### src/rtl/game_countdown.sv
// game_countdown: M:SS BCD countdown timer for the game display.
// Counts down one second per tick while running. Supports pause, resume,
// clear and restart-after-expiry. Flags warning in the final WARN_SEC
// seconds and pulses expired once when the count reaches 0:00.
module game_countdown #(
    parameter int START_MIN = 2,   // minutes loaded on reload (0-9)
    parameter int START_SEC = 0,   // seconds loaded on reload (0-59)
    parameter int WARN_SEC  = 10   // remaining-seconds threshold for warning
) (
    input  logic       clk,
    input  logic       resetN,
    input  logic       tick,
    input  logic       start,
    input  logic       pause,
    input  logic       clear,
    output logic [3:0] min_ones,
    output logic [3:0] sec_tens,
    output logic [3:0] sec_ones,
    output logic       running,
    output logic       warning,
    output logic       time_up,
    output logic       expired
);

    localparam logic [1:0] S_IDLE    = 2'd0;
    localparam logic [1:0] S_RUN     = 2'd1;
    localparam logic [1:0] S_PAUSED  = 2'd2;
    localparam logic [1:0] S_EXPIRED = 2'd3;

    // Start value split into BCD digits once, at elaboration time.
    localparam logic [3:0] RELOAD_MIN  = 4'(START_MIN);
    localparam logic [3:0] RELOAD_TENS = 4'(START_SEC / 10);
    localparam logic [3:0] RELOAD_ONES = 4'(START_SEC % 10);
    localparam logic [9:0] WARN_LIMIT  = 10'(WARN_SEC);

    logic [1:0] state, state_nxt;
    logic [3:0] min_nxt, tens_nxt, ones_nxt;
    logic [3:0] dec_min, dec_tens, dec_ones;
    logic       expired_nxt;
    logic       at_one;
    logic       at_zero;
    logic [9:0] total;

    assign at_one  = (min_ones == 4'd0) && (sec_tens == 4'd0) && (sec_ones == 4'd1);
    assign at_zero = (min_ones == 4'd0) && (sec_tens == 4'd0) && (sec_ones == 4'd0);

    // One-second BCD decrement with borrow ripple; holds at 0:00 so the
    // digits can never wrap below zero.
    always_comb begin
        // NOTE: every combinationally assigned signal gets a default first so no latch is inferred.
        dec_min  = min_ones;
        dec_tens = sec_tens;
        dec_ones = sec_ones;
        if (sec_ones != 4'd0) begin
            dec_ones = sec_ones - 4'd1;
        end else if (sec_tens != 4'd0) begin
            dec_tens = sec_tens - 4'd1;
            dec_ones = 4'd9;
        end else if (min_ones != 4'd0) begin
            dec_min  = min_ones - 4'd1;
            dec_tens = 4'd5;
            dec_ones = 4'd9;
        end
    end

    // Next state and digits; priority is clear, start, pause, tick.
    // A start while already running, or a pause outside RUN, has no effect
    // and leaves lower-priority inputs to act.
    always_comb begin
        state_nxt   = state;
        min_nxt     = min_ones;
        tens_nxt    = sec_tens;
        ones_nxt    = sec_ones;
        expired_nxt = 1'b0;
        if (clear) begin
            state_nxt = S_IDLE;
            min_nxt   = RELOAD_MIN;
            tens_nxt  = RELOAD_TENS;
            ones_nxt  = RELOAD_ONES;
        end else if (start && (state != S_RUN)) begin
            state_nxt = S_RUN;
            if (state == S_EXPIRED) begin
                min_nxt  = RELOAD_MIN;
                tens_nxt = RELOAD_TENS;
                ones_nxt = RELOAD_ONES;
            end
        end else if (state == S_RUN) begin
            if (pause) begin
                state_nxt = S_PAUSED;
            end else if (tick && !at_zero) begin
                min_nxt  = dec_min;
                tens_nxt = dec_tens;
                ones_nxt = dec_ones;
                if (at_one) begin
                    state_nxt   = S_EXPIRED;
                    expired_nxt = 1'b1;
                end
            end
        end
    end

    // State, digit and expiry-pulse registers with asynchronous reload on reset.
    always_ff @(posedge clk or negedge resetN) begin
        if (!resetN) begin
            state    <= S_IDLE;
            min_ones <= RELOAD_MIN;
            sec_tens <= RELOAD_TENS;
            sec_ones <= RELOAD_ONES;
            expired  <= 1'b0;
        end else begin
            // NOTE: registers use non-blocking assignment so every flop samples pre-edge values.
            state    <= state_nxt;
            min_ones <= min_nxt;
            sec_tens <= tens_nxt;
            sec_ones <= ones_nxt;
            expired  <= expired_nxt;
        end
    end

    // Remaining time in whole seconds, used only for the warning window.
    assign total = (10'(min_ones) * 10'd60) + (10'(sec_tens) * 10'd10) + 10'(sec_ones);

    assign running = (state == S_RUN);
    assign time_up = (state == S_EXPIRED);
    assign warning = ((state == S_RUN) || (state == S_PAUSED)) &&
                     (total >= 10'd1) && (total <= WARN_LIMIT);

endmodule

### config.mk
export PLATFORM = sky130hd
export DESIGN_NAME = game_countdown
export DESIGN_NICKNAME = d
export VERILOG_FILES = /design/src/rtl/game_countdown.sv
export SDC_FILE = /design/constraint.sdc
export NUM_CORES = 1
export LEC_CHECK = 0
export CORE_MARGIN = 2
export CORE_UTILIZATION = 47
export CTS_BUF_LIST = sky130_fd_sc_hd__clkbuf_4 sky130_fd_sc_hd__clkbuf_8 sky130_fd_sc_hd__clkbuf_16
export CTS_CLUSTER_DIAMETER = 200
export DETAILED_ROUTE_END_ITERATION = 7
export GPL_TIMING_DRIVEN = 0
export PLACE_DENSITY = 0.81
export SLEW_MARGIN = 20
export SYNTH_ARGS = -nofsm -noshare
export SYNTH_HDL_FRONTEND = slang
export SYNTH_SLANG_ARGS = --single-unit
### constraint.sdc
create_clock -name clk -period 7.58 [get_ports clk]
set_clock_uncertainty 0.15 [all_clocks]
set_input_delay 0.758 -clock clk [delete_from_list [all_inputs] [get_ports clk]]
set_output_delay 0.758 -clock clk [all_outputs]
set_load 0.03 [all_outputs]
== Word-level counts from Yosys, hierarchy flattened ==
Cells that the tools add are included.
Storage, ports and cells
  output and inout bits: 16
  register bits: 15
  word-level logic and storage cells: 87
  input bits: 6
Cells by class
  eq/ne operators: 9
  muxes and demuxes: 38
  magnitude comparators: 2
  add/subtract/negate cells: 5
  multiply operators: 2
  reduce and logical (&&, ||, !) cells: 26
Operator list (number)
  two-way mux 4 bit: 26
  nonzero test 4 bit: 6
  logical NOT 4 bit: 3
  two-way mux 2 bit: 6
  subtractor 4 x 1 -> 4 bit, second input constant: 3
  adder 10 x 4 -> 10 bit: 1
  adder 10 x 8 -> 10 bit: 1
  greater-or-equal comparator 10 x 1 -> 1 bit, second input constant: 1
  less-or-equal comparator 10 x 4 -> 1 bit, second input constant: 1
  nonzero test 3 bit: 3
  multiplier 4 x 4 -> 8 bit, second input constant: 1
  logical AND 1 bit: 7
  multiplier 4 x 3 -> 7 bit, second input constant: 1
  AND reduction 7 bit: 1
  two-way mux 1 bit: 6
  inequality test 3 x 2 -> 1 bit, second input constant: 2
  AND reduction 6 bit: 1
  AND reduction 5 bit: 1
  nonzero test 5 bit: 1
  equality test 2 bit, second input constant: 2
  equality test 4 x 1 -> 1 bit, second input constant: 1
  inequality test 3 x 1 -> 1 bit, second input constant: 1
  inequality test 3 bit, second input constant: 1
  AND reduction 3 bit: 1
  4 further kinds: 4

== Depth between registers and ports, before layout ==
  depth in word-level cells: 10
  gate-level depth with buffers: 15
  mapped depth without buffers: 15

== Worst setup path after synthesis ==
Ideal clock, no wire load.
  path type: register -> output
  start point: reg min_ones[0]
  end point: out warning
  stages on the path, launching flop included: 14
  data arrival time: 4876 ps
  slack: 1796 ps
  path buffers: 0
  required time: 6672 ps
  cells stage by stage: dfrtp_1 -> fa_1 -> fa_1 -> ha_1 -> a21o_1 -> a21oi_1 -> xnor2_1 -> ha_1 -> ha_1 -> a2111oi_0 -> o21ai_0 -> o21a_1 -> xnor3_1 -> nor4_1
Between the ends
  cells in the longest elaborated chain, start to end: 6
  elaborated cells on any way between the ends: 7
  those cells by class: add/sub: 2; mul: 1; order compare: 2; reduce/logical: 2
Ends and longest elaborated chain
  from (decl): line 16  | output logic [3:0] min_ones,
  from (signal assigned): line 113  | min_ones <= min_nxt;
  multiplier 4 x 4 -> 8 bit (*): line 121  | assign total = (10'(min_ones) * 10'd60) + (10'(sec_tens) * 10'd10) + 10'(sec_ones);
  adder 10 x 8 -> 10 bit (*): line 121
  adder 10 x 4 -> 10 bit (*): line 121
  greater-or-equal comparator 10 x 1 -> 1 bit: line 126  | (total >= 10'd1) && (total <= WARN_LIMIT);
  logical AND 1 bit: line 125  | assign warning = ((state == S_RUN) || (state == S_PAUSED)) &&
  logical AND 1 bit (*): line 126
  to (decl): line 20  | output logic warning,
Every way passes the cells marked *; elsewhere a longest branch is shown, timed or not.

== Final worst setup path ==
Same ends and word-level chain as after synthesis.

==> flow_summary.yaml <==
run_status:
  status: "finished clean"
cts:
  clk_latency_ns: 0.25
  clk_pin_slew_worst_paths_ns: 0.06
  htreeDepth: 1
  cts-root-buf: "clkbuf_8"
  cts_tree: "done"
  clock-sinks: 15
  ctsLongestPathBuffers: 2
  post-cts-setup-buffers: 0
  cts_buffers: 3
  postCtsHoldBufs: 0
  cts_resized: 0
detailed_routing:
  wl_mm: 3.88
  drc_errors: 0
  routed_via_density: 5.46
  dr.pass1.iters: 5
  post_drt_wl_per_cell_um: 13.6
  vias: 1551
  final_antenna_net_count: 0
  drt_iter0_drc: 82
placement:
  hpwlAfterDp_mm: 3.22
  place_ws_ns: 1.44
  gp_congestion: 0.873
  port_buffers: 20
grt:
  grt_pass1_vias: 1568
  track_usage_pct: 19.4
  antenna_found_initial: 0
  grt_max_degree: 16
  gr-total-overflow: 0
  grt_pass1_wl_mm: 6.88
finish:
  final_nets: 288
  syn2layout_area_growth_pct: 16.3
  nFillCells: 340
  n_antenna_cell: 0
  drive_above_1_share_pct: 5.13
logic_synthesis:
  ys_seq_area_share_pct: 19.7
  synth_compound_area_share_pct: 18.8
  synth_area_um2: 1910
  synth_simple_gate_area_share_pct: 15.1
  synthesis.nets: 263
  yosys.area_share.xor_xnor_pct: 4.39
  syn_avg_cell_area_um2: 9.09
  synth_top_family_by_area: "adder cells"
  ys.flop_type: "dfrtp_1"
  synthCells: 210
  ys_async_sr_fraction_pct: 100
  muxShareOfSynthArea_pct: 0.590
  synth_edf_count: 0
  yosys.cell_types.count: 46
  ys_ff_latch: 15
  synthAdderAreaFrac_pct: 34.4
  yosys_warnings: 0
critical_path:
  cp_common_cell: "ha_1"
  crit_required_ns: 6.67
  critPathSlowestCell: "clkdlybuf4s50_1"
  reg2reg_to: "sec_tens[3]$_DFFE_PN0P_"
  ff2ff_setup_slack_ns: 5.23
  path_max_fanout: 8
  crit_chain: "fa_1 -> fa_1 -> ha_1 -> a21o_1 -> a21oi_1 -> xnor2_1 -> ha_1 -> ha_1 -> a2111oi_0 -> o21ai_0 -> o21a_1 -> xnor3_1 -> nor4_1 -> clkdlybuf4s50_1"
  r2r-start: "sec_ones[0]$_DFFE_PN0P_"
  arrival_ns: 5.52
  worstSetupEndpointType: "output pin"
  path_class: "reg2out"
  cp_slowest_stage_delay_ns: 0.72
  r2r_cells: 7
  crit_path_start_kind: "flop"
sta:
  rsz0062_at_grt: "no"
  min_period_ns: 6.43
  tightest_slew_ns: 0.700
  hold_violations: 0
  setup_viol: 0
  final.setup.tns_ns: 0
  relSlewSlack_pct: 53.2
  fin_crit_sh_pct: 84.8
  fmax_ghz: 0.156
  fin_ws_ns: 1.15
  slew_violations: 0
floorplan:
  die-width_um: 67.7
  start_util_pct: 48.4
  io_pins: 22
  die-height_um: 67.7
  design.core.area_um2: 3940
  fp-row-count: 23
  die_area_um2: 4590
pwr:
  p_int_uw: 512
  power.share.sequential_pct: 14.0
  p_sw_share_pct: 51.1
  power.density_nw_per_um2: 471
  power.static_leakage_uw: 0.00107
  ir_drop_mv: 0.285
  comb_power_share_pct: 79.4
  power_switching_uw: 534
  clock_power_share_pct: 6.6
hold_path:
  hold_end: "sec_tens[0]$_DFFE_PN0P_"
  worstHoldStart: "sec_tens[0]$_DFFE_PN0P_"
  min_delay_path_depth: 2
  hp-class: "reg2reg"
run:
  cap_viol_max_count: 0
through the flow:
step | utilization (%) | hold WS (ns) | power [uW] | cell area [um2] | cells
4_1_cts | 56.3 | 0.440 | 1050 | 2220 | 284
3_3_place_gp | 55.1 | 0.422 | 947 | 2170 | 280
3_5_place_dp | 55.1 | 0.422 | 980 | 2170 | 280
5_1_grt | 56.3 | 0.481 | 1180 | 2220 | 284
2_1_floorplan | - | 0.312 | 776 | 1910 | 210
6_report | 56.3 | 0.436 | 1050 | 2220 | 284
metal layers:
metal | track usage, % | vias up | wire, um
li1 | - | 787 | -
met1 | 25.4 | 734 | 1810
met2 | 33.9 | 26 | 1940
met4 | 2.55 | 0 | 8
met5 | 0 | - | 0
met3 | 3.67 | 4 | 116
worst max-delay path by stage:
stage                                  startpoint       to  slack, ns  cells past startpoint
after CTS                 min_ones[0]$_DFFE_PN0P_  warning       1.15                     14
after floorplan           min_ones[0]$_DFFE_PN0P_  warning       1.80                     13
after global placement    min_ones[0]$_DFFE_PN0P_  warning       1.53                     14
after global routing      min_ones[0]$_DFFE_PN0P_  warning       0.95                     14
after detailed placement  min_ones[0]$_DFFE_PN0P_  warning       1.44                     14
final                     min_ones[0]$_DFFE_PN0P_  warning       1.15                     14
kinds of logic after synthesis:
logic type,Yosys count
adders and majority gates,47
and+or+nand+nor,52
xor gates and xnor gates,8
muxes,1
DFF,15
buffers and inverters,35
AOI/OAI and AO/OA,52
power by group through the flow:
stage	combinational [uW]	clock [uW]	sequential, uW
after floorplan	597	0	179
after detailed placement	831	0	149
after global routing	952	76.1	154
after global placement	799	0	148
final	831	68.6	147
after CTS	836	70.8	148
critical path, delay by kind of cell, from the launching register on:
family | cells | cell delay (ns)
fa+ha+maj | 5 | 2.04
compound gates | 5 | 1.21
buf+inv | 1 | 0.72
xor+xnor | 2 | 0.50
flops | 1 | 0.49
simple gates | 1 | 0.31
placed cells by master, fill, tap and decap left out, types with 3 or more instances in the layout:
cell / count
clkbuf_8: 3
nor2b_1: 5
nor2_1: 12
inv_1: 33
a21oi_1: 10
nor3_1: 5
a31oi_1: 5
o21ai_0: 11
nor4_1: 3
and2_1: 3
a21o_1: 5
dfrtp_1: 14
ha_1: 38
nand2_1: 9
xnor2_1: 7
clkdlybuf4s50_1: 20
fa_1: 9
o31ai_1: 3
Yosys cell counts (2+ instances only):
library cell / count / area share (%)
xnor2_1: 7 / 3.2
a311oi_1: 2 / 0.92
a31oi_1: 5 / 1.6
a2bb2oi_1: 2 / 0.92
o21ai_0: 11 / 2.9
nor2b_1: 5 / 1.6
nand2_1: 9 / 1.8
nor4_1: 3 / 0.98
and2_1: 3 / 0.98
a21oi_1: 10 / 2.6
fa_1: 9 / 9.4
nor3b_1: 2 / 0.79
nor3_1: 5 / 1.3
o41ai_1: 2 / 0.92
o31ai_1: 3 / 1.2
a211oi_1: 2 / 0.79
nor2_1: 12 / 2.4
nand3_1: 2 / 0.52
a311o_1: 2 / 1.0
a21o_1: 5 / 2.0
ha_1: 38 / 25
inv_1: 33 / 6.5
o21bai_1: 2 / 0.79
dfrtp_1: 14 / 18
area by class of cell:
cell class	instances	area [um2]	share of cell area, %
inverters	33	124	5.58
repair buffers	20	200	9.02
multi-input cells	160	1400	63.0
clock buffers	4	48.8	2.20
flip-flops and latches	15	377	17.0
well taps	50	62.6	2.82
plain buffers	2	8.76	0.395
sequential cells by signal, summed over array words and instances, names as in the netlist:
signal,cells
sec_tens,4
state,2
min_ones,4
expired,1
sec_ones,4
(Power assumes the default switching activity.)
